$ cat src/rtl/alu_seq_pkg.sv
// Shared types and constants for the ALU input sequencer and the ALU it feeds.
package alu_seq_pkg;

    typedef enum logic [2:0] {
        WAIT_A  = 3'd0,
        WAIT_B  = 3'd1,
        WAIT_OP = 3'd2,
        EXEC    = 3'd3,
        DONE    = 3'd4
    } state_t;

    localparam logic [5:0] OP_ADD = 6'b100000;
    localparam logic [5:0] OP_SUB = 6'b100010;
    localparam logic [5:0] OP_AND = 6'b100100;
    localparam logic [5:0] OP_OR  = 6'b100101;
    localparam logic [5:0] OP_XOR = 6'b100110;
    localparam logic [5:0] OP_NOR = 6'b100111;
    localparam logic [5:0] OP_SRA = 6'b000011;
    localparam logic [5:0] OP_SRL = 6'b000010;

endpackage

$ cat src/rtl/alu.sv
// Shared combinational ALU: operands A/B and a 6-bit opcode in, result out.
module alu
    import alu_seq_pkg::*;
#(
    parameter int NB_IN   = 8,
    parameter int NB_OUT  = 8,
    parameter int NB_CODE = 6
) (
    input  logic [NB_IN-1:0]   i_a,
    input  logic [NB_IN-1:0]   i_b,
    input  logic [NB_CODE-1:0] i_code,
    output logic [NB_OUT-1:0]  o_result
);

    logic [NB_IN-1:0] res_s;

    // Opcode decode; unknown opcodes yield zero.
    always_comb begin
        res_s = {NB_IN{1'b0}};
        case (i_code)
            OP_ADD:  res_s = i_a + i_b;
            OP_SUB:  res_s = i_a - i_b;
            OP_AND:  res_s = i_a & i_b;
            OP_OR:   res_s = i_a | i_b;
            OP_XOR:  res_s = i_a ^ i_b;
            OP_NOR:  res_s = ~(i_a | i_b);
            OP_SRA:  res_s = $signed(i_a) >>> i_b;
            OP_SRL:  res_s = i_a >> i_b;
            default: res_s = {NB_IN{1'b0}};
        endcase
    end

    assign o_result = NB_OUT'(res_s);

endmodule

$ cat src/rtl/button_cond.sv
// Push-button conditioner: 2-FF synchronizer, optional debounce (DEBOUNCE_EN), registered rising-edge pulse.
module button_cond #(
    parameter int DB_CYCLES = 1000
) (
    input  logic clk,
    input  logic rst_n,
    input  logic i_btn,
    output logic o_pulse
);

    logic       sync1_q, sync2_q, prev_q, armed_q, pulse_q;
    logic [1:0] fill_q;
    logic       level_s, armed_d, pulse_d;

`ifdef DEBOUNCE_EN
    localparam int CW = $clog2(DB_CYCLES + 1);
    logic          deb_q, deb_d;
    logic [CW-1:0] cnt_q, cnt_d;

    // Flip the debounced level only after DB_CYCLES consecutive disagreeing samples.
    always_comb begin
        deb_d = deb_q;
        cnt_d = cnt_q;
        if (sync2_q != deb_q) begin
            if (cnt_q == CW'(DB_CYCLES - 1)) begin
                deb_d = sync2_q;
                cnt_d = {CW{1'b0}};
            end else begin
                cnt_d = cnt_q + CW'(1'b1);
            end
        end else begin
            cnt_d = {CW{1'b0}};
        end
    end

    // Debounce state registers.
    always_ff @(posedge clk or negedge rst_n) begin
        if (!rst_n) begin
            deb_q <= 1'b0;
            cnt_q <= {CW{1'b0}};
        end else begin
            deb_q <= deb_d;
            cnt_q <= cnt_d;
        end
    end

    assign level_s = deb_q;
`else
    localparam int unused_db_cycles = DB_CYCLES;
    assign level_s = sync2_q;
`endif

    // A button already held at reset release must be seen low before it may pulse.
    always_comb begin
        armed_d = armed_q | (fill_q[1] & ~sync2_q);
        pulse_d = armed_q & level_s & ~prev_q;
    end

    // Synchronizer, fill tracker, edge history and pulse register.
    always_ff @(posedge clk or negedge rst_n) begin
        if (!rst_n) begin
            sync1_q <= 1'b0;
            sync2_q <= 1'b0;
            fill_q  <= 2'b00;
            prev_q  <= 1'b0;
            armed_q <= 1'b0;
            pulse_q <= 1'b0;
        end else begin
            sync1_q <= i_btn;
            sync2_q <= sync1_q;
            fill_q  <= {fill_q[0], 1'b1};
            prev_q  <= level_s;
            armed_q <= armed_d;
            pulse_q <= pulse_d;
        end
    end

    assign o_pulse = pulse_q;

endmodule

$ cat src/rtl/alu_input_sequencer.sv
// Ordered A/B/opcode loader in front of the shared alu; optional DEBOUNCE_EN enables button debounce.
module alu_input_sequencer
    import alu_seq_pkg::*;
#(
    parameter int NB_SW     = 8,
    parameter int NB_DATA   = 8,
    parameter int NB_CODE   = 6,
    parameter int DB_CYCLES = 1000
) (
    input  logic               clk,
    input  logic               rst_n,
    input  logic [NB_SW-1:0]   switch,
    input  logic               b_dato1,
    input  logic               b_dato2,
    input  logic               b_code,
    input  logic               b_clear,
    output logic [NB_DATA-1:0] o_salida,
    output logic               o_valid,
    output logic               o_error,
    output logic [2:0]         o_state
);

    logic               p_dato1_s, p_dato2_s, p_code_s, p_clear_s, multi_s;
    logic [NB_DATA-1:0] sw_data_s, alu_res_s;

    state_t             state_q, state_d;
    logic [NB_DATA-1:0] dato1_q, dato1_d, dato2_q, dato2_d, salida_q, salida_d;
    logic [NB_CODE-1:0] code_q, code_d;
    logic               valid_q, valid_d, error_q, error_d;

    button_cond #(.DB_CYCLES(DB_CYCLES)) u_bc_dato1 (.clk(clk), .rst_n(rst_n), .i_btn(b_dato1), .o_pulse(p_dato1_s));
    button_cond #(.DB_CYCLES(DB_CYCLES)) u_bc_dato2 (.clk(clk), .rst_n(rst_n), .i_btn(b_dato2), .o_pulse(p_dato2_s));
    button_cond #(.DB_CYCLES(DB_CYCLES)) u_bc_code  (.clk(clk), .rst_n(rst_n), .i_btn(b_code),  .o_pulse(p_code_s));
    button_cond #(.DB_CYCLES(DB_CYCLES)) u_bc_clear (.clk(clk), .rst_n(rst_n), .i_btn(b_clear), .o_pulse(p_clear_s));

    if (NB_SW >= NB_DATA) begin : g_sw_trunc
        assign sw_data_s = switch[NB_DATA-1:0];
    end else begin : g_sw_ext
        assign sw_data_s = {{(NB_DATA-NB_SW){1'b0}}, switch};
    end

    alu #(.NB_IN(NB_DATA), .NB_OUT(NB_DATA), .NB_CODE(NB_CODE)) u_alu (
        .i_a      (dato1_q),
        .i_b      (dato2_q),
        .i_code   (code_q),
        .o_result (alu_res_s)
    );

    assign multi_s = (p_dato1_s & p_dato2_s) | (p_dato1_s & p_code_s) | (p_dato2_s & p_code_s);

    // Next-state and output decisions; clear dominates, simultaneous load pulses are rejected.
    always_comb begin
        state_d  = state_q;
        dato1_d  = dato1_q;
        dato2_d  = dato2_q;
        code_d   = code_q;
        salida_d = salida_q;
        valid_d  = valid_q;
        error_d  = error_q;
        if (p_clear_s) begin
            state_d  = WAIT_A;
            dato1_d  = {NB_DATA{1'b0}};
            dato2_d  = {NB_DATA{1'b0}};
            code_d   = {NB_CODE{1'b0}};
            salida_d = {NB_DATA{1'b0}};
            valid_d  = 1'b0;
            error_d  = 1'b0;
        end else if (multi_s) begin
            error_d = 1'b1;
        end else begin
            case (state_q)
                WAIT_A: begin
                    if (p_dato1_s) begin
                        dato1_d = sw_data_s;
                        error_d = 1'b0;
                        state_d = WAIT_B;
                    end else if (p_dato2_s | p_code_s) begin
                        error_d = 1'b1;
                    end else begin
                        state_d = WAIT_A;
                    end
                end
                WAIT_B: begin
                    if (p_dato2_s) begin
                        dato2_d = sw_data_s;
                        error_d = 1'b0;
                        state_d = WAIT_OP;
                    end else if (p_dato1_s | p_code_s) begin
                        error_d = 1'b1;
                    end else begin
                        state_d = WAIT_B;
                    end
                end
                WAIT_OP: begin
                    if (p_code_s) begin
                        code_d  = switch[NB_CODE-1:0];
                        error_d = 1'b0;
                        state_d = EXEC;
                    end else if (p_dato1_s | p_dato2_s) begin
                        error_d = 1'b1;
                    end else begin
                        state_d = WAIT_OP;
                    end
                end
                EXEC: begin
                    salida_d = alu_res_s;
                    valid_d  = 1'b1;
                    state_d  = DONE;
                    if (p_dato1_s | p_dato2_s | p_code_s) begin
                        error_d = 1'b1;
                    end else begin
                        error_d = error_q;
                    end
                end
                DONE: begin
                    if (p_code_s) begin
                        code_d  = switch[NB_CODE-1:0];
                        error_d = 1'b0;
                        state_d = EXEC;
                    end else if (p_dato1_s) begin
                        dato1_d = sw_data_s;
                        valid_d = 1'b0;
                        error_d = 1'b0;
                        state_d = WAIT_B;
                    end else if (p_dato2_s) begin
                        error_d = 1'b1;
                    end else begin
                        state_d = DONE;
                    end
                end
                default: begin
                    state_d = WAIT_A;
                end
            endcase
        end
    end

    // Sequencer state and registered outputs.
    always_ff @(posedge clk or negedge rst_n) begin
        if (!rst_n) begin
            state_q  <= WAIT_A;
            dato1_q  <= {NB_DATA{1'b0}};
            dato2_q  <= {NB_DATA{1'b0}};
            code_q   <= {NB_CODE{1'b0}};
            salida_q <= {NB_DATA{1'b0}};
            valid_q  <= 1'b0;
            error_q  <= 1'b0;
        end else begin
            state_q  <= state_d;
            dato1_q  <= dato1_d;
            dato2_q  <= dato2_d;
            code_q   <= code_d;
            salida_q <= salida_d;
            valid_q  <= valid_d;
            error_q  <= error_d;
        end
    end

    assign o_salida = salida_q;
    assign o_valid  = valid_q;
    assign o_error  = error_q;
    assign o_state  = state_q;

endmodule

$ cat config.mk
export PLATFORM = sky130hd
export DESIGN_NAME = alu_input_sequencer
export DESIGN_NICKNAME = d
export VERILOG_FILES = /design/src/rtl/alu_seq_pkg.sv /design/src/rtl/alu.sv /design/src/rtl/button_cond.sv /design/src/rtl/alu_input_sequencer.sv
export SDC_FILE = /design/constraint.sdc
export NUM_CORES = 1
export LEC_CHECK = 0
export ABC_CLOCK_PERIOD_IN_PS = 3210
export CAP_MARGIN = 15
export CORE_MARGIN = 1
export CORE_UTILIZATION = 40
export CTS_CLUSTER_SIZE = 40
export DETAILED_ROUTE_END_ITERATION = 6
export HOLD_SLACK_MARGIN = 0.1
export PLACE_DENSITY = 0.55
export SETUP_SLACK_MARGIN = 0.5
export SLEW_MARGIN = 30
export SYNTH_ARGS = -nofsm -noshare
export SYNTH_HDL_FRONTEND = slang
export SYNTH_SLANG_ARGS = --single-unit
$ cat constraint.sdc
create_clock -name clk -period 3.21 [get_ports clk]
set_input_delay 0.963 -clock clk [delete_from_list [all_inputs] [get_ports clk]]
set_output_delay 0.963 -clock clk [all_outputs]
set_load 0.005 [all_outputs]
Word level (Yosys, flattened, before mapping)
Cells that the tools add are included.
- register bits: 63
- input port bits: 14
- output and inout port bits: 13
- word-level logic and storage cells: 160
- add/sub/neg operators: 2
- equality and inequality tests: 24
- shift operators: 2
- muxes and demuxes: 47
- bitwise logic cells: 37
- reductions and logical operators: 17
- operators with widths (operator ; count):
    $mux 8 ; 11
    $pmux 8 s8 ; 1
    $eq 6x6->1 const B ; 6
    $mux 3 ; 11
    $mux 6 ; 4
    $ne 5x3->1 const B ; 4
    $mux 1 ; 16
    $pmux 8 s2 ; 1
    $and 1x1->1 ; 15
    $pmux 3 s5 ; 1
    $eq 6x2->1 const B ; 2
    $ne 4x2->1 const B ; 3
    $or 1x1->1 ; 10
    $reduce_bool 2->1 ; 5
    $reduce_and 3->1 ; 3
    $add 8x8->8 ; 1
    $and 8x8->8 ; 1
    $not 1->1 ; 8
    $not 8->8 ; 1
    $or 8x8->8 ; 1
    $shr 8x8->8 ; 1
    $sshr 8x8->8 ; 1
    $sub 8x8->8 ; 1
    $xor 8x8->8 ; 1
    18 further kinds ; 20

Logic depth before layout (Yosys ltp)
- word-level depth: 6
- depth in mapped cells: 13
- gate-level depth less buffers: 11

By module
Synthesis repeated with hierarchy kept, for this count alone.
- cell total of the unflattened synthesis: 417
- area total of the unflattened synthesis: 4078.9 um^2
- modules (own cells, without submodules) (module ; instances ; cells an instance ; area each (um^2) ; sequential area each (um^2)):
    alu ; 1 ; 225 ; 1671.6 ; 0.0
    alu_input_sequencer ; 1 ; 144 ; 1616.6 ; 875.8
    button_cond ; 4 ; 12 ; 197.7 ; 175.2

Least setup slack after synthesis
OpenSTA, ideal clock, no wires.
- path type: flip-flop to flip-flop
- start point: register code_q[3]
- end point: register salida_q[6] (netlist: o_salida[6])
- library setup time: 121 ps
- arrival: 2830 ps
- data required time: 3089 ps
- slack: 259 ps
- stages on the path, launching flop included: 11
- buffers on the path: 0
- period minus slack after synthesis: 2951 ps
- cells stage by stage: dfrtp_1 or4b_4 nor3b_4 mux2_2 fa_1 nor2b_1 o31a_1 o22ai_1 xor2_1 o21ai_0 a22o_1
- word-level cells in the longest chain between the ends: 5
- elaborated cells on any way between the ends: 12
- classes of those cells: eq/ne (8); mux (4)
- RTL lines (what ; line ; source):
    start: declaration ; alu_input_sequencer.sv:28 ; logic [NB_CODE-1:0] code_q, code_d;
    start signal: assignment ; alu_input_sequencer.sv:144 ; code_q <= {NB_CODE{1'b0}};
    start signal: assignment ; alu_input_sequencer.sv:152 ; code_q <= code_d;
    $eq 6x2->1 / $eq 6x6->1 (equally long branches) ; alu.sv:20 ; case (i_code)
    $pmux 8 s8 * ; alu.sv:20 ;
    $mux 8 * ; alu_input_sequencer.sv:71 ; case (state_q)
    $mux 8 * ; alu_input_sequencer.sv:68 ; end else if (multi_s) begin
    $mux 8 * ; alu_input_sequencer.sv:60 ; if (p_clear_s) begin
    end signal: assignment ; alu_input_sequencer.sv:145 ; salida_q <= {NB_DATA{1'b0}};
    end signal: assignment ; alu_input_sequencer.sv:153 ; salida_q <= salida_d;
    end: declaration ; alu_input_sequencer.sv:27 ; logic [NB_DATA-1:0] dato1_q, dato1_d, dato2_q, dato2_d, salida_q, salida_d;
Every way passes the cells marked *; elsewhere a longest branch is shown, timed or not. The select of a mux whose other input is x is not followed.
A chain may end at the register's enable or synchronous reset.

Final worst setup path
- start point: register code_q[2]
- end point: register salida_q[2] (netlist: o_salida[2])
Same word-level chain as after synthesis.

==> impl_results.md <==
* Outcome: finished, final reports clean
* Largest area contributor in the netlist: dfrtp_1
* Comb power frac at 0.344
* Worst slew margin at 0.527
* First-pass GRT wire length at 16.4 mm
* Sw Ratio at 0.358
* Maximum VDD drop at 0.000404 V
* Worst Path Buf+Inv at 2
* CP max stage cell: or4b_4
* Final Hold Viols at 0
* Seq cells post-synth at 57
* EDFF count, synth at 0
* H-tree Lvls at 3
* Layout cell share with drive strength beyond 1 at 0.163
* # Max-Cap Violations at 0
* Reg clk slew, reported paths at 0.08 ns
* Crit path largest cell delay at 0.56 ns
* Max Root-Sink Buffers at 2
* Sequential Power Share at 0.355
* Power Internal at 1540 uW
* Synth Warn # at 0
* Slew @ Worst Pin at 0.709 ns
* Final hold slack at 0.353 ns
* Setup WS post-layout at 0.196 ns
* Rows at 34
* Ant diodes at 0
* Largest net degree at the start of global routing at 58
* Crit Path Class: register to register
* Crit share post-route at 0.939
* NetSw at 855 uW
* CP Data Required Time at 3.42 ns
* Top delay family on crit path: simple AND/OR/NAND/NOR gates
* Post-route ant nets at 0
* Util after Layout at 0.510
* CP Max Fanout at 5
* First DRT Iteration DRCs at 304
* Router iterations before antenna repair at 5
* Area Overhead vs Synth at 20.7%
* Grt total ovfl at 0
* Post-synth ARST share at 1.00
* Syn_nets at 430
* Cell Area, Synth at 3750 um2
* HP Class: register to register
* CTS buffer count at 9
* Yosys top cell area share at 0.380
* Synth top area cells: dfrtp_1, ha_1, mux2i_1
* Hold_buf cts at 0
* Gpl congestion at 0.948
* Slew Limit Fails at 0
* Root Driver: clkbuf_8
* Initial Util at 0.422
* Total wire length at 9.80 mm
* DRC at 0
* Initial antenna violation count at 0
* Die W at 98.9 um
* Max Freq at 332 MHz
* Vias in the first global route at 3065
* Pre-CTS setup slack at 0.0685 ns
* Power per cell area at 527 nW/um2
* Chip Height at 98.9 um
* P_leak at 0.00204 uW
* Die area at 9780 um2
* Routed len/inst at 18.0 um
* Unique masters post-synth at 59
* Most used DFF post-synth: dfrtp_1
* Syn Inst Count at 391
* Post-DR vias/cell at 5.73
* Area of the core at 8890 um2
* Worst skew pair latency at 0.34 ns
* CTS tree: built
* Nets at 470
* Post-detailed-placement half-perimeter wirelength at 7.00 mm
* CP Launch Type: register
* Avg Cell Area, Syn at 9.60 um2
* Total power draw at 2390 uW
* Final critical-path required period at 3.01 ns
* Crit. End Element: register
* Sequential share of the synthesized area at 0.380
* Skew final at 0.0116 ns
* Port bufs at 26
* Unrepaired setup endpoints after global routing: yes
* Total I/O pin count at 27
* TNS Setup at 0 ns
* Detailed-route via count at 3115
* Total GRT Usage at 0.216
* Final setup viols at 0
* Crit-path cells: or4b_4 -> nor3b_4 -> buf_6 -> mux2_4 -> fa_2 -> buf_4 -> xnor2_2 -> a221o_1 -> a311oi_2 -> o21ai_1
* Clk network pwr share at 0.301
* Clk sink count at 57
* Crit path DAT at 3.22 ns
-- logic make-up after synthesis --
| family | count (synthesis) | synth area share |
|---|---|---|
| adders and majority gates | 25 | 0.0853 |
| DFF | 57 | 0.380 |
| xor gates and xnor gates | 21 | 0.0510 |
| AOI/OAI and AO/OA | 93 | 0.176 |
| other | 1 | 0.000999 |
| and+or+nand+nor | 114 | 0.153 |
| buffers and inverters | 43 | 0.0440 |
| muxes | 37 | 0.110 |
-- cell usage after synthesis, drive strengths merged (7+ instances only) --
cell    instances
a211oi         15
a21oi          19
clkbuf         16
dfrtp          57
ha             24
inv            21
mux2i          30
nand2          20
nor2           54
nor2b          10
o21ai          17
xnor2          14
xor2            7
-- worst paths after layout --
kind	start	end	slack (ns)	cells after the start
worst max-delay path	code_q[2]$_DFFE_PN0P_	o_salida[2]$_DFFE_PN0P_	0.20	10
worst min-delay path	u_bc_clear.fill_q[0]$_DFF_PN0_	u_bc_clear.fill_q[1]$_DFF_PN0_	0.35	0
worst max register to register	code_q[2]$_DFFE_PN0P_	o_salida[2]$_DFFE_PN0P_	0.20	10
worst min register to register	u_bc_clear.fill_q[0]$_DFF_PN0_	u_bc_clear.fill_q[1]$_DFF_PN0_	0.35	0
max in group asynchronous	rst_n	code_q[5]$_DFFE_PN0P_	1.94	2
min in group asynchronous	rst_n	o_salida[2]$_DFFE_PN0P_	0.74	2
-- stage by stage --
stage / std cells / cell area, um2
2_1_floorplan: 391 / 3790
3_3_place_gp: 515 / 4180
3_5_place_dp: 515 / 4180
4_1_cts: 539 / 4470
5_1_grt: 544 / 4530
6_report: 544 / 4530
-- power groups by stage --
stage / clock, uW / sequential [uW] / combinational [uW]
after floorplan: 0 / 814 / 558
after global placement: 0 / 864 / 722
after detailed placement: 0 / 863 / 722
after CTS: 744 / 848 / 749
after global routing: 773 / 859 / 888
final: 719 / 850 / 822
-- registers in the layout, indices dropped and copies added, names as in the netlist, 2 cells and up --
register	cells
dato1_q	8
dato2_q	8
o_salida	8
code_q	6
o_state	3
u_bc_clear.fill_q	2
-- cell type report --
cell class	count	area (um2)
Fill cell	834	4360
Clock buffer	9	124
Tap cell	108	135
Sequential cell	57	1430
Multi-Input combinational cell	291	2240
Clock inverter	7	83.8
Timing Repair Buffer	50	439
Inverter	22	82.6
-- cells in the final DEF, fill, tap and decap left out, types with 8 or more instances in the layout --
cell             count
dfrtp_1             56
nor2_1              53
mux2i_1             30
clkdlybuf4s50_1     25
ha_1                23
buf_4               23
inv_1               20
nand2_1             20
a21oi_1             18
a211oi_1            13
xnor2_1             12
o21ai_0             12
clkbuf_8             9
nor2b_1              8
-- metal layers --
layer,track usage,share of wire
met2,0.321,0.44
met1,0.312,0.49
met4,0.0666,0.018
met3,0.0482,0.051
met5,0,0
-- what timing repair did --
item,in CTS,in global routing
pin swaps,7,15
gates resized for setup,10,6
setup buffers,8,5
setup endpoints to repair,7,7
Power figures use the tool's default switching activity.
